[config.mk]
export PLATFORM = sky130hd
export DESIGN_NAME = mem_access_ctrl_flat
export DESIGN_NICKNAME = d
export VERILOG_FILES = /design/src/rtl/mem_access_ctrl_pkg.sv /design/src/rtl/mem_access_ctrl_if.sv /design/src/rtl/mem_access_ctrl.sv /design/src/flat_wrapper.sv
export SDC_FILE = /design/constraint.sdc
export NUM_CORES = 1
export LEC_CHECK = 0
export CAP_MARGIN = 5
export CORE_MARGIN = 2
export CORE_UTILIZATION = 35
export CTS_CLUSTER_DIAMETER = 30
export CTS_CLUSTER_SIZE = 16
export DETAILED_ROUTE_END_ITERATION = 6
export DONT_BUFFER_PORTS = 1
export MAX_ROUTING_LAYER = met4
export SLEW_MARGIN = 20
export SYNTH_ARGS = -nofsm -noshare
export SYNTH_HDL_FRONTEND = slang
export SYNTH_SLANG_ARGS = --single-unit
export TNS_END_PERCENT = 5
[constraint.sdc]
create_clock -name clk -period 1.7 [get_ports clk]
set_input_delay 0.255 -clock clk [delete_from_list [all_inputs] [get_ports clk]]
set_output_delay 0.255 -clock clk [all_outputs]
set_load 0.005 [all_outputs]
[src/rtl/mem_access_ctrl_pkg.sv]
// mem_access_pkg: state encoding, data widths and load extension helper shared by the memory access controller.
package mem_access_pkg;
    localparam int DATA_W = 8;
    localparam int WORD_W = 16;

    typedef enum logic [1:0] {
        IDLE  = 2'd0,
        BYTE0 = 2'd1,
        BYTE1 = 2'd2,
        RESP  = 2'd3
    } state_t;

    function automatic logic [WORD_W-1:0] ext_byte(input logic sgn, input logic [DATA_W-1:0] b);
        return {{DATA_W{sgn & b[DATA_W-1]}}, b};
    endfunction
endpackage

[src/rtl/mem_access_ctrl_if.sv]
// mem_access_ctrl_if: CPU request/response handshake and byte-wide data-memory bus.
interface mem_access_ctrl_if
    import mem_access_pkg::*;
#(
    parameter int ADDR_W = 8
);
    logic              req_valid;
    logic              req_ready;
    logic              req_write;
    logic              req_half;
    logic              req_signed;
    logic [ADDR_W-1:0] req_addr;
    logic [WORD_W-1:0] req_wdata;
    logic              resp_valid;
    logic [WORD_W-1:0] resp_rdata;
    logic              resp_err;
    logic [ADDR_W-1:0] mem_address;
    logic [DATA_W-1:0] mem_write_data;
    logic              mem_read_write;
    logic [DATA_W-1:0] mem_read_data;

    modport master (
        output req_valid, req_write, req_half, req_signed, req_addr, req_wdata, mem_read_data,
        input  req_ready, resp_valid, resp_rdata, resp_err, mem_address, mem_write_data, mem_read_write
    );

    modport slave (
        input  req_valid, req_write, req_half, req_signed, req_addr, req_wdata, mem_read_data,
        output req_ready, resp_valid, resp_rdata, resp_err, mem_address, mem_write_data, mem_read_write
    );
endinterface

[src/rtl/mem_access_ctrl.sv]
// mem_access_ctrl: byte/halfword load-store initiator for an 8-bit data memory, halfwords as two little-endian bytes.
// Define MEM_ACCESS_MISALIGN_TRAP_EN to reject odd-address halfwords with resp_err instead of accessing memory.
module mem_access_ctrl
    import mem_access_pkg::*;
#(
    parameter int                ADDR_W     = 8,
    parameter logic [ADDR_W-1:0] RESET_ADDR = '0
) (
    input logic              clk,
    input logic              rst_n,
    mem_access_ctrl_if.slave bus
);
    state_t            r_state;
    logic              r_req_ready;
    logic              r_resp_valid;
    logic              r_resp_err;
    logic [WORD_W-1:0] r_resp_rdata;
    logic [ADDR_W-1:0] r_mem_addr;
    logic [DATA_W-1:0] r_mem_wd;
    logic              r_mem_rw;
    logic              r_half;
    logic              r_signed;
    logic              r_write;
    logic [DATA_W-1:0] r_wdata_hi;
    logic [DATA_W-1:0] r_lo;
    logic [ADDR_W-1:0] r_addr;
    logic              w_accept;
    logic              w_trap;

    assign w_accept = bus.req_valid & r_req_ready;
`ifdef MEM_ACCESS_MISALIGN_TRAP_EN
    assign w_trap = bus.req_half & bus.req_addr[0];
`else
    assign w_trap = 1'b0;
`endif

    assign bus.req_ready      = r_req_ready;
    assign bus.resp_valid     = r_resp_valid;
    assign bus.resp_rdata     = r_resp_rdata;
    assign bus.resp_err       = r_resp_err;
    assign bus.mem_address    = r_mem_addr;
    assign bus.mem_write_data = r_mem_wd;
    assign bus.mem_read_write = r_mem_rw;

    always_ff @(posedge clk or negedge rst_n) begin
        if (!rst_n) begin
            r_state      <= IDLE;
            r_req_ready  <= 1'b1;
            r_resp_valid <= 1'b0;
            r_resp_err   <= 1'b0;
            r_resp_rdata <= '0;
            r_mem_addr   <= RESET_ADDR;
            r_mem_wd     <= '0;
            r_mem_rw     <= 1'b0;
            r_half       <= 1'b0;
            r_signed     <= 1'b0;
            r_write      <= 1'b0;
            r_wdata_hi   <= '0;
            r_lo         <= '0;
            r_addr       <= '0;
        end else begin
            r_resp_valid <= 1'b0;
            case (r_state)
                IDLE: if (w_accept) begin
                    r_req_ready <= 1'b0;
                    r_half      <= bus.req_half;
                    r_signed    <= bus.req_signed;
                    r_write     <= bus.req_write;
                    r_wdata_hi  <= bus.req_wdata[WORD_W-1:DATA_W];
                    r_addr      <= bus.req_addr;
                    if (w_trap) begin
                        r_state      <= RESP;
                        r_resp_valid <= 1'b1;
                        r_resp_err   <= 1'b1;
                        r_resp_rdata <= '0;
                    end else begin
                        r_state    <= BYTE0;
                        r_mem_addr <= bus.req_addr;
                        r_mem_wd   <= bus.req_wdata[DATA_W-1:0];
                        r_mem_rw   <= bus.req_write;
                    end
                end
                BYTE0: begin
                    r_lo <= bus.mem_read_data;
                    if (r_half) begin
                        r_state    <= BYTE1;
                        r_mem_addr <= r_addr + ADDR_W'(1);
                        r_mem_wd   <= r_wdata_hi;
                    end else begin
                        r_state      <= RESP;
                        r_mem_rw     <= 1'b0;
                        r_resp_valid <= 1'b1;
                        r_resp_err   <= 1'b0;
                        r_resp_rdata <= r_write ? '0 : ext_byte(r_signed, bus.mem_read_data);
                    end
                end
                BYTE1: begin
                    r_state      <= RESP;
                    r_mem_rw     <= 1'b0;
                    r_resp_valid <= 1'b1;
                    r_resp_err   <= 1'b0;
                    r_resp_rdata <= r_write ? '0 : {bus.mem_read_data, r_lo};
                end
                RESP: begin
                    r_state     <= IDLE;
                    r_req_ready <= 1'b1;
                    r_mem_addr  <= RESET_ADDR;
                    r_mem_wd    <= '0;
                end
            endcase
        end
    end
endmodule
[src/flat_wrapper.sv]
// flat-port wrapper written by rule: the top's interface ports become plain ports
module mem_access_ctrl_flat import mem_access_pkg::*;
#(
    parameter int                ADDR_W     = 8,
    parameter logic [ADDR_W-1:0] RESET_ADDR = '0
)
  (clk, rst_n, bus_req_valid, bus_req_write, bus_req_half, bus_req_signed, bus_req_addr, bus_req_wdata, bus_mem_read_data, bus_req_ready, bus_resp_valid, bus_resp_rdata, bus_resp_err, bus_mem_address, bus_mem_write_data, bus_mem_read_write);
  mem_access_ctrl_if #(.ADDR_W(ADDR_W)) bus_i ();
  input logic clk;
  input logic rst_n;
  input wire logic [$bits(bus_i.req_valid)-1:0] bus_req_valid;
  input wire logic [$bits(bus_i.req_write)-1:0] bus_req_write;
  input wire logic [$bits(bus_i.req_half)-1:0] bus_req_half;
  input wire logic [$bits(bus_i.req_signed)-1:0] bus_req_signed;
  input wire logic [$bits(bus_i.req_addr)-1:0] bus_req_addr;
  input wire logic [$bits(bus_i.req_wdata)-1:0] bus_req_wdata;
  input wire logic [$bits(bus_i.mem_read_data)-1:0] bus_mem_read_data;
  output wire logic [$bits(bus_i.req_ready)-1:0] bus_req_ready;
  output wire logic [$bits(bus_i.resp_valid)-1:0] bus_resp_valid;
  output wire logic [$bits(bus_i.resp_rdata)-1:0] bus_resp_rdata;
  output wire logic [$bits(bus_i.resp_err)-1:0] bus_resp_err;
  output wire logic [$bits(bus_i.mem_address)-1:0] bus_mem_address;
  output wire logic [$bits(bus_i.mem_write_data)-1:0] bus_mem_write_data;
  output wire logic [$bits(bus_i.mem_read_write)-1:0] bus_mem_read_write;
  assign bus_i.req_valid = bus_req_valid;
  assign bus_i.req_write = bus_req_write;
  assign bus_i.req_half = bus_req_half;
  assign bus_i.req_signed = bus_req_signed;
  assign bus_i.req_addr = bus_req_addr;
  assign bus_i.req_wdata = bus_req_wdata;
  assign bus_i.mem_read_data = bus_mem_read_data;
  assign bus_req_ready = bus_i.req_ready;
  assign bus_resp_valid = bus_i.resp_valid;
  assign bus_resp_rdata = bus_i.resp_rdata;
  assign bus_resp_err = bus_i.resp_err;
  assign bus_mem_address = bus_i.mem_address;
  assign bus_mem_write_data = bus_i.mem_write_data;
  assign bus_mem_read_write = bus_i.mem_read_write;
  mem_access_ctrl #(.ADDR_W(ADDR_W), .RESET_ADDR(RESET_ADDR)) u_core (.clk(clk), .rst_n(rst_n), .bus(bus_i));
endmodule
### Word-level counts from Yosys, hierarchy flattened

Cells that the tools add are included.

* flip-flop bits (word level): 65
* input port bits: 38
* output and inout bits: 36
* logic and storage cells: 54

* $add $sub $neg: 1
* equality and inequality tests: 6
* muxes and demuxes: 21
* bitwise logic cells: 2
* reductions and logical operators: 10

Operator list (number)
* $mux 16: 3
* $pmux 8 s3: 2
* $mux 8: 4
* $pmux 16 s2: 1
* $add 8x1->8 const B: 1
* $pmux 2 s4: 1
* $pmux 1 s2: 3
* $reduce_and 2->1: 3
* $reduce_and 3->1: 2
* $reduce_bool 3->1: 2
* $mux 1: 5
* $eq 2x2->1 const B: 2
* $ne 2x1->1 const B: 2
* $reduce_bool 2->1: 2
* $pmux 1 s3: 1
* $and 1x1->1: 2
* $eq 2x1->1 const B: 1
* $logic_not 2->1: 1
* $mux 2: 1
* $ne 2x2->1 const B: 1

### Longest topological paths before layout

Gate-level depths: netlist of the first run.

* word-level depth: 4
* mapped depth: 7
* mapped depth without buffers: 6

### Worst setup path after synthesis of the first run

Ideal clock, no wire load.

* path type: reg2reg
* start point: register u_core.r_state[1]
* end point: register u_core.r_lo[2]
* setup time: 0.125 ns
* data arrival time: 1.415 ns
* required time: 1.575 ns
* path slack: 0.161 ns
* stages on the path, launching flop included: 6
* path buffers: 2
* period minus slack after synthesis: 1.539 ns
* cells stage by stage: dfrtp_1 > inv_1 > ha_1 > buf_2 > buf_2 > mux2_2

* cells in the longest elaborated chain, start to end: 1

Ends and longest elaborated chain
* start: declaration: line mem_access_ctrl.sv:13 `state_t r_state;`
* start signal: assignment: line mem_access_ctrl.sv:47 `r_state <= IDLE;`
* start signal: assignment: line mem_access_ctrl.sv:72 `r_state <= RESP;`
* start signal: assignment: line mem_access_ctrl.sv:77 `r_state <= BYTE0;`
* $eq 2x1->1: line mem_access_ctrl.sv:63 `case (r_state)`
* end signal: assignment: line mem_access_ctrl.sv:84 `r_lo <= bus.mem_read_data;`
* end: declaration: line mem_access_ctrl.sv:25 `logic [DATA_W-1:0] r_lo;`

Every way passes these cells.
A chain may end at the register's enable or synchronous reset.

### Final worst setup path of the first run

* start point: register u_core.r_state[0]
* end point: register u_core.r_state[1]

* cells in the longest elaborated chain, start to end: 2
* elaborated cells on any way between the ends: 6
* those cells by class: 4 x eq/ne; 1 x mux; 1 x reduce/logical

Ends and longest elaborated chain (line)
* $eq 2x2->1 (tied with other cells): mem_access_ctrl.sv:63
* $pmux 2 s4 / $ne 2x1->1 (equally long branches)

Several ways; a longest one is shown, not always the timed one.

==> PnR_summary.wiki, run 1 <==
{| class="wikitable"
! Metric !! Value
|-
| Result of the run || finished with violations
|-
| Violations in the final reports || negative hold slack
|-
| Mapped Avg Cell Area || 11.1 µm²
|-
| Leading cell type in the layout, fill and taps excluded || dfrtp_1
|-
| Layout cell share with drive strength beyond 1 || 0.260
|-
| Full die area || 9050 µm²
|-
| Clock Root Buffer || clkbuf_8
|-
| Share of synthesized registers carrying an async set or reset || 1.00
|-
| Number of antenna diodes || 0
|-
| All-layer global routing usage || 0.153
|-
| Row count || 33
|-
| Synth unique cells || 34
|-
| Hold crit path type || primary input to async pin
|-
| Synth-to-layout area growth || 18.3%
|-
| Max frequency || 0.601 GHz
|-
| Final hold slack || -0.396 ns
|-
| Highest net fanout along the worst path || 5
|-
| Combined flip-flop and latch cell area || 1600 µm²
|-
| Total Routed Length || 6690 µm
|-
| Placed standard-cell area || 3110 µm²
|-
| Required time of the critical path || 1.92 ns
|-
| Vertical die dimension || 95.1 µm
|-
| Origin of the critical flop-to-flop path || u_core.r_state[0]$_DFFE_PN0P_
|-
| Multi-input gate area || 1250 µm²
|-
| TritonCTS clock tree || built
|-
| Crit-path slowest cell || dfrtp_1
|-
| Setup TNS || 0 ns
|-
| Longest Clk Path Bufs || 2
|-
| CP endpoint kind || flip-flop
|-
| 1st-iter DRT viols || 128
|-
| Initial core utilization || 0.357
|-
| Endpoints failing hold || 64
|-
| Number of enable flip-flop cells after synthesis || 0
|-
| Final instance area || 3440 µm²
|-
| Cells along the critical path || inv_1 -> ha_1 -> a21boi_4 -> buf_4 -> mux2_2
|-
| Maximum number of pins on one net before global-route repair || 65
|-
| First-pass DRT Iterations || 4
|-
| Post-detailed-route count of antenna-violating nets || 0
|-
| Number of sinks driven by the clock tree || 64
|-
| Final setup violation count || 0
|-
| Number of fill cells || 768
|-
| Nets@finish || 330
|-
| Critical path launch point || u_core.r_state[0]$_DFFE_PN0P_
|-
| Port Buffer Count || 0
|-
| Total power || 2.72 mW
|-
| Grt ovf || 0
|-
| Final core utilization || 0.423
|-
| Synth Area in Compound Gates || 0.135
|-
| Floorplan Core Area || 8130 µm²
|-
| Pwr dens || 791 nW/µm²
|-
| Average vias per placed instance || 5.09
|-
| Share of the yosys chip area belonging to registers || 0.551
|-
| Kind of cell adding the most delay to the critical path || flip-flops
|-
| Critical path type || flip-flop to flip-flop
|-
| Max-slew violation total from the final report || 0
|-
| Primary flip-flop cell chosen by synthesis mapping || dfrtp_1
|-
| Ports placed on the boundary || 74
|-
| Wire length per cell after detailed routing || 17.0 µm
|-
| Net count of the mapped netlist || 306
|-
| Final estimated routing congestion in global placement || 0.725
|-
| CTS Buf Count || 9
|-
| Flops & latches, synth || 64
|-
| Min Tclk post-route || 1.67 ns
|-
| Fraction of synthesized cell area in xor and xnor cells || 0.00904
|-
| H-tree levels || 3
|-
| Post-CTS clock slew at the launch and capture registers of the worst setup and hold paths || 0.07 ns
|-
| Crit path launch type || flip-flop
|-
| Yosys synthesis warning count || 0
|-
| Data arrival time of the critical path || 1.88 ns
|-
| Number of global-route vias before repair || 1893
|-
| Chip width || 95.1 µm
|-
| Delay of the slowest cell on the worst path || 0.39 ns
|-
| Number of buffers and inverters on the critical path || 2
|-
| Worst clock skew || 0.0116 ns
|-
| Clock latency on the worst-skew pair || 0.34 ns
|-
| Final HPWL from detailed placement || 4270 µm
|-
| Synth Area in Simple Gates || 0.109
|-
| Fin crit share || 0.979
|-
| Mux cell area share after synthesis || 0.128
|-
| Top library cells by usage in the layout, fill and taps aside || dfrtp_1, a21oi_1, mux2_2
|-
| Leakage dissipation || 1.60 nW
|-
| Wire length of the first global-routing pass || 9960 µm
|-
| Adder and majority cell fraction of the synthesized area || 0.0301
|-
| Total instance count after detailed placement || 370
|-
| Residual DRC count || 0
|-
| Number of vias in the routed layout || 2005
|-
| Worst supply voltage drop on vdd || 0.000290 V
|-
| Area of the mapped netlist || 2910 µm²
|-
| Dominant combinational cell family by area after synthesis || compound AO/OA/AOI/OAI gates
|-
| Max-Cap Viols || 0
|-
| Synthesized netlist cell count || 261
|-
| Number of antenna violations at the first check in global routing || 0
|-
| Count of placed standard cells in the final layout, fillers left out || 394
|}
[through the flow]
step                      hold WS (ns)  worst slack (ns)
final                           -0.396            0.0349
after floorplan                -0.0406             0.161
after CTS                       -0.414            0.0339
after global routing            -0.415          -0.00681
after detailed placement       -0.0397            -0.436
after global placement         -0.0395            -0.376
[worst reg2reg max path: stages, from the launching register on]
cell and delay, ns:
dfrtp_1 0.39, inv_1 0.17, ha_1 0.21, a21boi_4 0.27, buf_4 0.19, mux2_2 0.33
[registers in the layout, indices dropped and copies added, names as in the netlist]
name / flops
u_core.bus.mem_address: 8
u_core.r_lo: 8
u_core.bus.resp_valid: 1
u_core.r_addr: 8
u_core.r_signed: 1
u_core.r_half: 1
u_core.r_state: 2
u_core.bus.resp_rdata: 16
u_core.bus.mem_write_data: 8
u_core.bus.req_ready: 1
u_core.r_wdata_hi: 8
u_core.r_write: 1
u_core.bus.mem_read_write: 1
[cell usage after synthesis, types with 4 or more instances]
cell type	number	share of area
dfrtp_1	63	0.54
a21oi_1	28	0.048
o21ai_0	8	0.014
ha_1	7	0.030
a22oi_1	9	0.023
o31ai_1	8	0.021
nand2_1	23	0.030
mux2_2	26	0.10
buf_4	4	0.010
nor2_1	25	0.032
inv_1	7	0.0090
buf_2	8	0.014
mux2i_1	8	0.028
o21a_1	4	0.010
nand3_1	5	0.0086
[power by group]
| group | total [mW] | internal (mW) | leakage, nW | switching (mW) |
|---|---|---|---|---|
| registers | 1.53 | 1.53 | 0.819 | 0.00416 |
| logic | 0.0303 | 0.0163 | 0.691 | 0.0140 |
| clock network | 1.16 | 0.596 | 0.0882 | 0.561 |
[per-layer routing]
layer  track usage  vias to the layer above  part of all wire  wire length [µm]
li1              -                      960                 -                 -
met5             -                        -                 0                 0
met4        0.0761                        0             0.011                74
met2         0.238                       50              0.48              3210
met3        0.0395                        8             0.062               416
met1         0.186                      987              0.45              2990
[timing repair]
action	4_1_cts	5_1_grt
endpoints found under the hold margin	64	64
resized for setup	7	4
pin swaps	2	0
cloned	1	1
buffers inserted	5	2
setup endpoints to repair	32	21
[cell families after synthesis]
kind of cell	count (synthesis)
flip-flops	64
adder cells (fa/ha/maj)	7
AND/OR/NAND/NOR	68
AO/OA/AOI/OAI	63
XOR/XNOR	3
other	1
multiplexers	34
buffers and inverters	21
[layout make-up]
class | instances | share of cell area
inverters | 7 | 0.00764
repair buffers | 26 | 0.0750
multi-input cells | 177 | 0.363
flip-flops and latches | 64 | 0.466
clock buffers | 12 | 0.0451
clock inverters | 3 | 0.00510
well taps | 105 | 0.0382
[final timing paths]
| kind | cells after the start | endpoint | slack (ns) |
|---|---|---|---|
| setup / recovery | 5 | u_core.r_state[1]$_DFFE_PN0P_ | 0.03 |
| hold / removal | 0 | u_core.r_lo[3]$_DFFE_PN0P_ | -0.40 |
| setup reg to reg | 5 | u_core.r_state[1]$_DFFE_PN0P_ | 0.03 |
| hold reg to reg | 2 | u_core.bus.resp_rdata[3]$_DFFE_PN0P_ | 0.51 |
| max in group asynchronous | 0 | u_core.bus.req_ready$_DFFE_PN1P_ | 1.89 |
| min in group clk | 2 | u_core.bus.resp_rdata[14]$_DFFE_PN0P_ | 0.04 |
Note: power is estimated with default switching activity, not from simulation.
==> inputs of run 2 (changes only) <==
Settings changed: CAP_MARGIN 5 to 20.
==> results of run 2 <==
Final layout, timing and power as in run 1 (identical DEF).
